===== src/rtl/dot_tree_sched.sv =====
// dot_tree_sched
//   Round-robin scheduler that shares one pipelined N-input adder tree among
//   R requesters. A requester is granted the tree for a whole packet. Each
//   beat's tree sum is accumulated, and one result per packet is returned,
//   tagged with the id of the requester that sent it.
//
// Ports
//   clock, resetn    clock; asynchronous active-low reset
//   req_valid[R]     beat valid, one bit per requester
//   req_last[R]      marks the last beat of a packet, one bit per requester
//   req_data[R*N*W]  beat payloads; requester i uses slice [i*N*W +: N*W]
//   req_ready[R]     a beat is accepted when valid & ready (combinational)
//   tree_in[N*W]     registered operand vector driven to the adder tree
//   tree_in_valid    tree_in holds a live beat this cycle
//   tree_out[W]      tree sum, valid exactly LAT cycles after its tree_in
//   res_valid        one-cycle result pulse (there is no backpressure)
//   res_id[IDW]      requester that owns the result
//   res_data[AW]     packet sum, wrapping mod 2^AW
module dot_tree_sched #(
  parameter int N   = 8,
  parameter int W   = 16,
  parameter int R   = 4,
  parameter int LAT = 3,
  parameter int AW  = 32,
  parameter int IDW = 2
) (
  input  logic               clock,
  input  logic               resetn,
  input  logic [R-1:0]       req_valid,
  input  logic [R-1:0]       req_last,
  input  logic [R*N*W-1:0]   req_data,
  output logic [R-1:0]       req_ready,
  output logic [N*W-1:0]     tree_in,
  output logic               tree_in_valid,
  input  logic [W-1:0]       tree_out,
  output logic               res_valid,
  output logic [IDW-1:0]     res_id,
  output logic [AW-1:0]      res_data
);

  typedef enum logic {IDLE, LOCKED} state_t;

  state_t         state, state_next;
  logic [IDW-1:0] rr, rr_next;
  logic [IDW-1:0] owner, owner_next;

  // Round-robin search result (valid only while IDLE).
  logic [IDW-1:0] winner;
  logic           found;

  // Grant and the beat selected through it.
  logic [R-1:0]   grant;
  logic           issue;
  logic [IDW-1:0] sel_id;
  logic [N*W-1:0] sel_data;
  logic           sel_last;

  // Tag pipe: stage k describes the beat that entered the tree k cycles ago.
  logic [LAT:0]   tag_valid;
  logic [LAT:0]   tag_last;
  logic [IDW-1:0] tag_id [LAT+1];

  logic [AW-1:0]  acc;
  logic           first;
  logic [AW-1:0]  tree_ext;
  logic [AW-1:0]  acc_next;

  logic [N*W-1:0] slice [R];

  for (genvar g = 0; g < R; g++) begin : g_slice
    assign slice[g] = req_data[g*N*W +: N*W];
  end

  function automatic logic [IDW-1:0] next_id(input logic [IDW-1:0] id);
    if (int'(id) == R - 1) return '0;
    return id + 1'b1;
  endfunction

  // First valid requester at or after rr, wrapping. With a single requester
  // the grant does not depend on valid at all.
  always_comb begin
    logic [R-1:0]   rot;
    logic [IDW-1:0] pos;
    // NOTE: every variable written in a combinational block gets a default
    // first, so no path leaves it unassigned and no latch is inferred.
    winner = '0;
    found  = 1'b0;
    rot    = '0;
    pos    = '0;
    for (int i = 0; i < R; i++) begin
      pos = IDW'((int'(rr) + i) % R);
      rot = req_valid >> pos;
      if (!found && rot[0]) begin
        winner = pos;
        found  = 1'b1;
      end
    end
    if (R == 1) begin
      winner = '0;
      found  = 1'b1;
    end
  end

  // Arbiter next state, grant and beat selection.
  always_comb begin
    state_next = state;
    rr_next    = rr;
    owner_next = owner;
    grant      = '0;
    sel_data   = '0;
    sel_last   = 1'b0;
    sel_id     = (state == LOCKED) ? owner : winner;

    case (state)
      IDLE:    if (found) grant = R'(1) << winner;
      LOCKED:  grant = R'(1) << owner;
      default: grant = '0;
    endcase

    // Nothing is granted while reset is held.
    req_ready = grant & {R{resetn}};
    issue     = |(req_valid & req_ready);

    for (int i = 0; i < R; i++) begin
      if (grant[i]) begin
        sel_data = slice[i];
        sel_last = req_last[i];
      end
    end

    if (issue) begin
      if (sel_last) begin
        state_next = IDLE;
        rr_next    = next_id(sel_id);
      end else if (state == IDLE) begin
        state_next = LOCKED;
        owner_next = winner;
      end
    end
  end

  // NOTE: sequential state is updated with non-blocking assignments so every
  // register samples the pre-edge value of every other register.
  always_ff @(posedge clock or negedge resetn) begin
    if (!resetn) begin
      state <= IDLE;
      rr    <= '0;
      owner <= '0;
    end else begin
      state <= state_next;
      rr    <= rr_next;
      owner <= owner_next;
    end
  end

  // Sign-extend the tree sum; a fresh packet starts from zero instead of acc.
  assign tree_ext = AW'(signed'(tree_out));
  assign acc_next = (first ? '0 : acc) + tree_ext;

  // NOTE: the tag pipe is a small register array that must be reset, because
  // its valid bits decide whether a stale tree_out is accumulated after reset.
  always_ff @(posedge clock or negedge resetn) begin
    if (!resetn) begin
      tree_in       <= '0;
      tree_in_valid <= 1'b0;
      tag_valid     <= '0;
      tag_last      <= '0;
      for (int k = 0; k <= LAT; k++) tag_id[k] <= '0;
      acc           <= '0;
      first         <= 1'b1;
      res_valid     <= 1'b0;
      res_id        <= '0;
      res_data      <= '0;
    end else begin
      // tree_in holds its value on idle cycles; only the valid bit drops.
      if (issue) tree_in <= sel_data;
      tree_in_valid <= issue;

      tag_valid <= {tag_valid[LAT-1:0], issue};
      tag_last  <= {tag_last[LAT-1:0], sel_last};
      tag_id[0] <= sel_id;
      for (int k = 1; k <= LAT; k++) tag_id[k] <= tag_id[k-1];

      // Stage LAT lines up with tree_out for the same beat.
      if (tag_valid[LAT]) begin
        acc   <= acc_next;
        first <= tag_last[LAT];
      end

      res_valid <= tag_valid[LAT] & tag_last[LAT];
      if (tag_valid[LAT] && tag_last[LAT]) begin
        res_data <= acc_next;
        res_id   <= tag_id[LAT];
      end
    end
  end

endmodule


===== config.mk =====
export PLATFORM = sky130hd
export DESIGN_NAME = dot_tree_sched
export DESIGN_NICKNAME = d
export VERILOG_FILES = /design/src/rtl/dot_tree_sched.sv
export SDC_FILE = /design/constraint.sdc
export NUM_CORES = 1
export LEC_CHECK = 0
export CELL_PAD_IN_SITES_DETAIL_PLACEMENT = 2
export CELL_PAD_IN_SITES_GLOBAL_PLACEMENT = 2
export CORE_AREA = 2 2 275 277
export CTS_CLUSTER_DIAMETER = 80
export DETAILED_ROUTE_END_ITERATION = 6
export DIE_AREA = 0 0 277 279
export GPL_TIMING_DRIVEN = 0
export PLACE_DENSITY_LB_ADDON = 0.2
export SLEW_MARGIN = 0
export SYNTH_ARGS = -nofsm -noshare
export SYNTH_HDL_FRONTEND = slang
export SYNTH_SLANG_ARGS = --single-unit

===== constraint.sdc =====
create_clock -name clock -period 3.1 [get_ports clock]
set_input_delay 0.775 -clock clock [delete_from_list [all_inputs] [get_ports clock]]
set_output_delay 0.775 -clock clock [all_outputs]
set_load 0.05 [all_outputs]

# [Word-level counts from Yosys, hierarchy flattened]
# Index checks and enable logic that the tools add are counted.
[word_totals] output_inout_bits=168 regBits=218
[op_classes] eq_ne=1 mux=26 add_sub_neg=5 shift=6 n_reduce_logical=10 bitwise=5
[ops] op="128-bit two-way mux" n=4
[ops] op="32-bit adder" n=1
[ops] op="32-bit two-way mux" n=1
[ops] op="4-bit by 2-bit right shift with 1-bit output" n=4
[ops] op="2-bit two-way mux" n=7
[ops] op="1-bit two-way mux" n=12
[ops] op="4-bit AND" n=2
[ops] op="4-bit one-hot mux with 2 select lines" n=1
[ops] op="1-bit by 2-bit << shifter with 4-bit output, first input constant" n=2
[ops] op="2-bit by 1-bit adder with 2-bit output, second input constant" n=2
[ops] op="2-bit adder, second input constant" n=2
[ops] op="1-bit logical AND" n=4
[ops] op="4-bit two-way mux" n=1
[ops] op="2-bit AND reduction" n=2
[ops] op="4-bit OR reduction" n=1
[ops] op="1-bit logical NOT" n=3
[ops] op="2-bit by 1-bit == test with 1-bit output, second input constant" n=1
[ops] op="1-bit NOT" n=2
[ops] op="1-bit AND" n=1

# [Longest topological paths before layout]
# Gate-level depths: netlist (run 1).
[logic_depth] ltp_word=21 ltp_mapped=14

# [Least setup slack after synthesis (run 1)]
# OpenSTA, ideal clock, no wires.
[synth_path] path_type="input to output" startpoint="in req_valid[0]" endpoint="out req_ready[0]" path_slack_ns=-0.371 n_path_buf=2 t_arrival_ns=2.696 cell_stages=7 cell_sequence="a21oi_1 > o21a_1 > o22a_1 > o32ai_1 > clkbuf_1 > clkbuf_1 > and2_1"
[synth_via] elab_chain_len=15
[synth_lines] item="start, declared" line="29" text="input logic [R-1:0] req_valid,"
[synth_lines] item="4-bit by 2-bit right shift with 1-bit output" line="92" text="rot = req_valid >> pos;"
[synth_lines] item="1-bit two-way mux" line="93" text="if (!found && rot[0]) begin"
[synth_lines] item="1-bit logical NOT" line="93"
[synth_lines] item="1-bit logical AND" line="93"
[synth_lines] item="1-bit two-way mux" line="93"
[synth_lines] item="1-bit logical NOT" line="93"
[synth_lines] item="1-bit logical AND" line="93"
[synth_lines] item="1-bit two-way mux" line="93"
[synth_lines] item="1-bit logical NOT" line="93"
[synth_lines] item="1-bit logical AND" line="93"
[synth_lines] item="2-bit two-way mux" line="93"
[synth_lines] item="1-bit by 2-bit << shifter with 4-bit output" line="115" text="IDLE: if (found) grant = R'(1) << winner;"
[synth_lines] item="4-bit two-way mux *" line="115"
[synth_lines] item="4-bit one-hot mux with 2 select lines *" line="114" text="case (state)"
[synth_lines] item="4-bit AND *" line="121" text="req_ready = grant & {R{resetn}};"
[synth_lines] item="end, declared" line="32" text="output logic [R-1:0] req_ready,"
# Mark *: on every way between the ends. The rest lies on a longest branch, timed or not.

# [Worst setup path after layout (run 1)]
[layout_path] startpoint="reg first" endpoint="reg acc[24]"
[layout_via] elab_chain_len=2
[layout_lines] item="start, declared" line="64" text="logic first;"
[layout_lines] item="start signal, assigned" line="187" text="first <= tag_last[LAT];"
[layout_lines] item="32-bit two-way mux" line="158" text="assign acc_next = (first ? '0 : acc) + tree_ext;"
[layout_lines] item="32-bit adder" line="158"
[layout_lines] item="end signal, assigned" line="186" text="acc <= acc_next;"
[layout_lines] item="end, declared" line="63" text="logic [AW-1:0] acc;"
# Every way passes these cells.
# A chain may end at the register's enable or synchronous reset.

==> results of run 1 <==
synthesized netlist by cell type (all sizes together), types with 6 or more instances:
library cell  count
nand3            10
a21oi            34
mux2             55
dfrtp           216
a222oi          130
nor2b            33
nor2            149
a31oi           131
ha               31
clkbuf           73
nand2b            7
xor2              8
nand2           161
a21o             19
o21ai            19
xnor2            20
buf              30
inv              15
and2              6
state kept, by name (all words and copies together) (netlist names), 2 cells and up:
register / count
tag_last: 4
rr: 2
res_id: 2
acc: 32
tag_id: 8
owner: 2
tag_valid: 4
tree_in: 128
res_data: 32
how the worst max path moves through the flow:
stage / start / endpoint / slack (ns) / depth (start not counted)
floorplan: first / acc[20] / 0.0005 / 13
global placement: resetn / tree_in[115] / -9.92 / 1
detailed placement: req_valid[0] / req_ready[1] / -2.66 / 9
CTS: first / acc[31] / -0.25 / 13
global route: first / acc[24] / -0.40 / 15
finish: first / acc[24] / -0.24 / 15
cell type report:
cell class	instances	area (sq um)
Fill cell	8192	51000
Tap cell	969	1210
Timing Repair Buffer	798	7870
Buffer	93	653
Inverter	15	56.3
Clock inverter	16	180
Antenna cell	5	12.5
Sequential cell	217	5430
Clock buffer	50	1040
Multi-Input combinational cell	877	6640
worst register-to-register path, delay by kind of cell (launching register included):
kind            cells  cell delay [ns]
xor+xnor            1             0.16
fa+ha+maj           2             0.54
simple gates        3             0.22
buf+inv             3             0.44
mux                 1             0.27
flops               1             0.59
compound gates      5             1.02
power by group:
part           switching (mW)  total (mW)  internal, mW  leakage (nW)
logic                    12.4        20.0          7.64          5.91
registers               0.899        5.23          4.33          2.51
clock network            1.62        4.24          2.62         0.594
total                    14.9        29.5          14.6          9.01
per-layer routing:
layer / global-route usage [%] / up-vias / part of all wire [%]
met5: 0 / - / 0.091
li1: - / 6327 / -
met3: 4.66 / 103 / 5.3
met1: 25.6 / 7221 / 40
met4: 6.94 / 12 / 2.9
met2: 40.1 / 485 / 52
cell usage in the layout, fill, tap and decap left out, types with 7 or more instances in the layout:
cell type	netlist	routed
a21oi_1	33	17
nand2_1	160	155
a222oi_1	130	130
mux2_2	54	49
clkbuf_8	0	10
buf_2	28	13
a31oi_1	131	129
a21o_1	18	18
nor2_1	149	142
nor2b_1	33	24
inv_1	14	14
dfrtp_1	216	216
ha_4	0	13
clkbuf_1	73	51
clkbuf_2	0	7
xnor2_2	0	7
buf_6	1	13
o21ai_2	0	7
o21ai_1	1	7
a21oi_2	1	14
nand3_1	10	8
xnor2_1	20	12
clkdlybuf4s50_1	0	695
clkbuf_16	0	43
ha_1	31	14
buf_4	0	89
timing repair:
| action | in CTS | in global routing |
|---|---|---|
| endpoints found under the setup margin | 177 | 152 |
| setup buffers | 46 | 45 |
| gates resized for setup | 188 | 124 |
| gates cloned | 1 | 0 |
| pin swaps | 54 | 76 |
| hold buffers | 0 | 0 |
cells by family (layout without fill, tap and decap cells):
| group | after synthesis | after routing |
|---|---|---|
| multiplexers | 58 | 58 |
| XOR/XNOR | 28 | 28 |
| flip-flops | 217 | 217 |
| AND/OR/NAND/NOR | 387 | 387 |
| AO/OA/AOI/OAI | 372 | 372 |
| other | 0 | 5 |
| buffers and inverters | 118 | 972 |
| adder cells (fa/ha/maj) | 32 | 32 |
==> results.cfg, run 1 <==
[logic_synthesis]
ys_ff_latch = 217
syn-cell-area_sq_mm = 0.0118
syn_inst = 1212
synthTopCellsByArea = dfrtp_1 (46%), a222oi_1 (11%), a31oi_1 (7.0%), mux2_2 (5.2%), nand2_1 (5.1%)
synth_edf_count = 0
ys_types = 60
synthAdderAreaFrac_pct = 3.47
synth_top_family_by_area = compound AO/OA/AOI/OAI gates
yosysTopAreaCellShare_pct = 46.0
synth_warnings = 0
synthSimpleGateAreaFrac_pct = 14.0
synth-seq-area-share_pct = 46.2
synthFlopType = dfrtp_1
synth_xor_area_share_pct = 2.09
synth_compound_area_share_pct = 24.5
synthArstFlopShare_pct = 100
synthesis.nets = 1782
synthMuxAreaShare_pct = 5.56
yosys.area.top_type = dfrtp_1
syn_area_per_cell_sq_um = 9.70

[floorplanning]
num_rows = 100
core_area_sq_mm = 0.0741
die_h_um = 279
dieArea_sq_mm = 0.0773
die_x_um = 277
start_util_pct = 15.9
boundaryPins = 706

[clock_network]
cts_tree = built
clkLatencyLatePin_ns = 0.56
clockRootBuffer = clkbuf_16
cts_max_level = 2
clkSinkCount = 217
clkTransAtPathRegs_ns = 0.06
cts_max_path_buffers = 3
cts_made_buffers = 36

[critical_path]
crit_required_ns = 3.54
ff2ff_setup_slack_ns = -0.24
crit_path_top_delay_cell = dfstp_2
cp-end-kind = flop
critPathKind = reg -> reg
crit_buf_inv = 3
crit_arrival_ns = 3.79
cpLargestDelayFamily = compound AO/OA/AOI/OAI gates
r2r_end = acc[24]
worstPathCellList = buf_6 -> buf_8 -> nor2b_4 -> ha_4 -> fa_2 -> a21o_1 -> nand4_1 -> o211ai_1 -> buf_4 -> a31oi_2 -> nor2_1 -> o41ai_4 -> o41ai_2 -> xnor2_1 -> mux2_2
startpoint_type = flop
max_stage_delay_ns = 0.59
r2r_start = first
r2r_cells = 15
worstPathMaxFanout = 5

[route]
drtPass1Iterations = 7
wire_per_inst_um = 29.2
viasPerCell = 4.65
wl_um = 88800
vias = 14100
ant_nets = 0
drc_errors = 3
drtIter0Drc = 1060

[timing]
relSlewSlack_pct = 22.7
finalCriticalPeriod_ns = 3.34
rsz0062_at_grt = yes
setup_violations = 27
fmaxAchievable_mhz = 299
worstMarginPinSlew_ns = 1.16
drv_slew = 0
holdWs_ns = 0.116
fin_crit_sh_pct = 108
hold_viol = 0
timing.final.ws_setup_ns = -0.241
fin_skew_ns = 0.0303
final.setup.tns_ns = -3.51

[status]
violations = design-rule violations, negative setup slack
status = complete, but fails checks

[power]
p_total_mw = 29.5
cellLeakagePower_nw = 9.01
p_per_area_mw_per_mm2 = 1280
ir_drop_mv = 0.448

[global_routing]
grtUsageTotal_pct = 22.0
grt_start_max_net_pins = 100
overflow = 0
grt_pass1_vias = 15600
antenna_found_initial = 18
grt_pass1_wl_um = 121000

[placement]
portBuffers = 705
placed_cell_area_sq_mm = 0.0201
post-place-ws_ns = -2.66
routabilityCongestion = 0.933
place_inst = 2888
dp_hpwl_um = 71300

[layout]
design_area_sq_mm = 0.0231
drive_above_1_share_pct = 18.6
fin_cells = 3040
nets = 2608
area_delta_synth_final_pct = 96.6
fin_util_pct = 31.2

[worst_hold_path]
hold_class = in -> async

[run]
drv_cap = 0
No activity file was read; power rests on OpenSTA's default activity.
==> run 2, diff against run 1 <==
- SKIP_CTS_REPAIR_TIMING: not set -> 1
==> results.cfg, run 2 (synthesized netlist as in run 1, its figures left out) <==
[status]
status = complete, but fails checks
violations = design-rule violations, negative setup slack

[timing]
relSlewSlack_pct = 27.0
fin_skew_ns = 0.0260
finalCriticalPeriod_ns = 3.45
timing.final.ws_setup_ns = -0.352
fin_crit_sh_pct = 111
hold_viol = 0
fmaxAchievable_mhz = 290
drv_slew = 0
final.setup.tns_ns = -3.92
rsz0062_at_grt = yes
worstMarginPinSlew_ns = 1.10
setup_violations = 29

[layout]
fin_cells = 2998
largest_registers = tree_in (128), acc (32), res_data (32)
area_delta_synth_final_pct = 91.6
largest_reg_flops = 128
final_common_cell = clkdlybuf4s50_1
top_register = tree_in
layout.cells.most_common_list = clkdlybuf4s50_1 (695), dfrtp_1 (216), nand2_1 (160)
nets = 2566
drive_above_1_share_pct = 15.2
fin_util_pct = 30.4

[global_routing]
grt_start_max_net_pins = 100
grt_pass1_vias = 15200
antenna_found_initial = 16
grt_pass1_wl_um = 118000
overflow = 0
grtUsageTotal_pct = 21.4

[placement]
routabilityCongestion = 0.933
place_inst = 2888
portBuffers = 705
dp_hpwl_um = 71300
post-place-ws_ns = -2.66

[route]
drtIter0Drc = 1006
ant_nets = 0
vias = 13900
drtPass1Iterations = 7
wl_um = 87100
wire_per_inst_um = 29.1
viasPerCell = 4.65
drc_errors = 1

[clock_network]
clkLatencyLatePin_ns = 0.56
cts_tree = built
cts_made_buffers = 36
clockRootBuffer = clkbuf_16
clkTransAtPathRegs_ns = 0.06
clkSinkCount = 217
cts_max_level = 2
cts_max_path_buffers = 3

[floorplanning]
dieArea_sq_mm = 0.0773
die_h_um = 279
die_x_um = 277
num_rows = 100
start_util_pct = 15.9
core_area_sq_mm = 0.0741
boundaryPins = 706

[critical_path]
worstPathMaxFanout = 8
crit_required_ns = 3.57
cp-end-kind = flop
crit_arrival_ns = 3.92
startpoint_type = flop
critPathKind = reg -> reg
ff2ff_setup_slack_ns = -0.35

[worst_hold_path]
hold_class = in -> async

[power]
ir_drop_mv = 0.449
p_per_area_mw_per_mm2 = 1270
cellLeakagePower_nw = 8.73

[run]
drv_cap = 0
[run 2: cell count changes in the layout (fill, tap and decap cells not counted), sizes merged]
| cell | before | now |
|---|---|---|
| buf | 128 | 84 |
| dlymetal6s2s | 0 | 2 |
| clkbuf | 117 | 118 |
| clkdlybuf4s15 | 1 | 0 |
[run 2: area by class of cell]
type	count	area (sq um)
clock inverters	16	180
multi-input cells	877	6460
inverters	15	56.3
repair buffers	753	7530
diodes	5	12.5
fillers	8201	51600
plain buffers	96	581
well taps	969	1210
clock buffers	50	1040
flip-flops and latches	217	5440
[run 2: metrics by stage]
stage	cell area, sq um	hold slack (ns)	power, mW
CTS	21400	0.0962	27.2
finish	22500	0.116	28.6
detailed placement	20100	0.337	22.8
floorplan	11800	0.331	15.4
global placement	20100	0.333	22.6
global route	22500	0.126	30.2
[run 2: critical path, stage by stage, from the launching register on]
cell,delay (ns)
dfstp_4,0.72
buf_8,0.16
nor2b_2,0.05
ha_2,0.21
or4_4,0.56
a31oi_4,0.20
o22ai_2,0.11
or4_4,0.55
a21o_4,0.23
o311ai_4,0.08
mux2_4,0.34
a21oi_2,0.13
[run 2: path summary, 6_finish.rpt]
path                              startpoint      endpoint  depth (start not counted)
worst max-delay path                   first       acc[31]                         11
worst max register to register         first       acc[31]                         11
max in group asynchronous             resetn    tree_in[2]                          2
worst min register to register  tag_valid[2]  tag_valid[3]                          0
min in group clock              tag_valid[2]  tag_valid[3]                          0
worst min-delay path                  resetn       acc[15]                          1
[run 2: per-layer routing]
metal  up-vias  part of all wire [%]  GRT usage, %
met4        12                   2.8          5.98
met5         -                 0.093             0
met3       104                   5.4          4.56
met2       485                    52          39.1
li1       6240                     -             -
met1      7089                    39          25.1
[run 2: power breakdown]
group	total, mW	switching [mW]	internal, mW
Sequential	5.25	0.920	4.33
Clock	4.24	1.62	2.62
Combinational	19.1	12.0	7.04
Total	28.6	14.6	14.0
==> run 3, diff against run 2 <==
- SLEW_MARGIN: 0 -> 20
==> results.cfg, run 3 (synthesized netlist as in run 1, its figures left out) <==
[clock_network]
cts_tree = built
clkLatencyLatePin_ns = 0.60
clkTransAtPathRegs_ns = 0.06
clkSinkCount = 217
cts_max_path_buffers = 3
cts_max_level = 1
cts_made_buffers = 31
clockRootBuffer = clkbuf_16

[layout]
design_area_sq_mm = 0.0224
largest_registers = tree_in (128), acc (32), res_data (32)
fin_util_pct = 30.3
final_common_cell = clkdlybuf4s50_1
nets = 2568
num-fill-cells = 8196
drive_above_1_share_pct = 14.5
area_delta_synth_final_pct = 90.9
largest_reg_flops = 128
top_register = tree_in
layout.cells.most_common_list = clkdlybuf4s50_1 (695), dfrtp_1 (216), nand2_1 (160)

[critical_path]
crit_path_top_delay_cell = dfstp_4
r2r_start = first
startpoint_type = flop
crit_required_ns = 3.61
crit_path_frequent_cell = or4_4
crit_arrival_ns = 3.89
critPathKind = reg -> reg
worstPathCellList = clkbuf_16 -> nor2b_1 -> ha_2 -> or4_4 -> a31oi_4 -> o22ai_2 -> or4_4 -> a21o_4 -> o311ai_4 -> mux2_4 -> a21oi_2
r2r_end = acc[31]
cp-end-kind = flop
ff2ff_setup_slack_ns = -0.28
worstPathMaxFanout = 7
r2r_cells = 11
max_stage_delay_ns = 0.72

[floorplanning]
die_h_um = 279
core_area_sq_mm = 0.0741
start_util_pct = 15.9
die_x_um = 277
dieArea_sq_mm = 0.0773
boundaryPins = 706
num_rows = 100

[timing]
timing.final.ws_setup_ns = -0.277
drv_slew = 0
fin_crit_sh_pct = 109
holdWs_ns = 0.160
finalCriticalPeriod_ns = 3.38
rsz0062_at_grt = yes
final.setup.tns_ns = -3.25
worstMarginPinSlew_ns = 1.17
setup_violations = 25
relSlewSlack_pct = 22.2
hold_viol = 0
fmaxAchievable_mhz = 296
fin_skew_ns = 0.0193

[route]
top_layer = met5
drc_errors = 4
dr_wl_met2_um = 44400
ant_nets = 0
drtPass1Iterations = 7
drtIter0Drc = 963
met1_length_um = 33400
wl_met3_um = 5600
vias = 13900
wl_um = 86600
viasPerCell = 4.62
wire_per_inst_um = 28.8

[placement]
routabilityCongestion = 0.933
dp_hpwl_um = 71500
placed_cell_area_sq_mm = 0.0202
portBuffers = 705

[global_routing]
grt_pass1_wl_um = 117000
antenna_found_initial = 28
overflow = 0
grtUsageTotal_pct = 21.2
grt_start_max_net_pins = 84
grt_pass1_vias = 15200

[worst_hold_path]
hold_class = in -> async

[run]
drv_cap = 0

[power]
cellLeakagePower_nw = 8.70
ir_drop_mv = 0.411
p_per_area_mw_per_mm2 = 1250

[status]
violations = design-rule violations, negative setup slack
status = complete, but fails checks
==> run 3: critical path: cells and delay by family (launching register included) <==
| kind | cells | cell delay (ns) |
|---|---|---|
| and+or+nand+nor | 3 | 1.09 |
| AOI/OAI and AO/OA | 5 | 0.75 |
| DFF | 1 | 0.72 |
| muxes | 1 | 0.34 |
| adders and majority gates | 1 | 0.22 |
| buffers and inverters | 1 | 0.17 |
==> run 3: report_power, final <==
group          internal (mW)  switching (mW)
clock                   2.21            1.44
combinational           7.08            12.0
sequential              4.33           0.932
==> run 3: layout make-up <==
class,instances,area [sq um],area share [%]
Timing Repair Buffer,758,7600,33.9
Multi-Input combinational cell,877,6470,28.8
Sequential cell,217,5440,24.2
Tap cell,969,1210,5.40
Clock buffer,50,937,4.18
Buffer,98,593,2.64
Clock inverter,6,90.1,0.402
Inverter,15,56.3,0.251
Antenna cell,16,40.0,0.178
==> run 3: how the worst max path moves through the flow <==
stage	endpoint	slack [ns]	from	cells past startpoint
floorplan	acc[20]	0.0005	first	13
global placement	tree_in[115]	-9.92	resetn	1
detailed placement	req_ready[1]	-2.63	req_valid[2]	9
CTS	req_ready[1]	-2.63	req_valid[0]	9
global route	acc[31]	-0.44	first	12
finish	acc[31]	-0.28	first	11
==> run 3: per-stage QoR <==
stage | setup slack (ns) | power (mW) | instances
CTS | -2.63 | 26.6 | 2945
global route | -0.444 | 29.6 | 3003
detailed placement | -2.63 | 22.8 | 2889
floorplan | 0.000522 | 15.4 | 1212
global placement | -9.92 | 22.6 | 2886
finish | -0.277 | 27.9 | 3006
==> run 3: routing by layer <==
layer / vias up / global-route usage [%]
li1: 6243 / -
met1: 7051 / 24.5
met2: 473 / 37.7
met3: 106 / 5.33
met4: 14 / 8.14
met5: - / 0
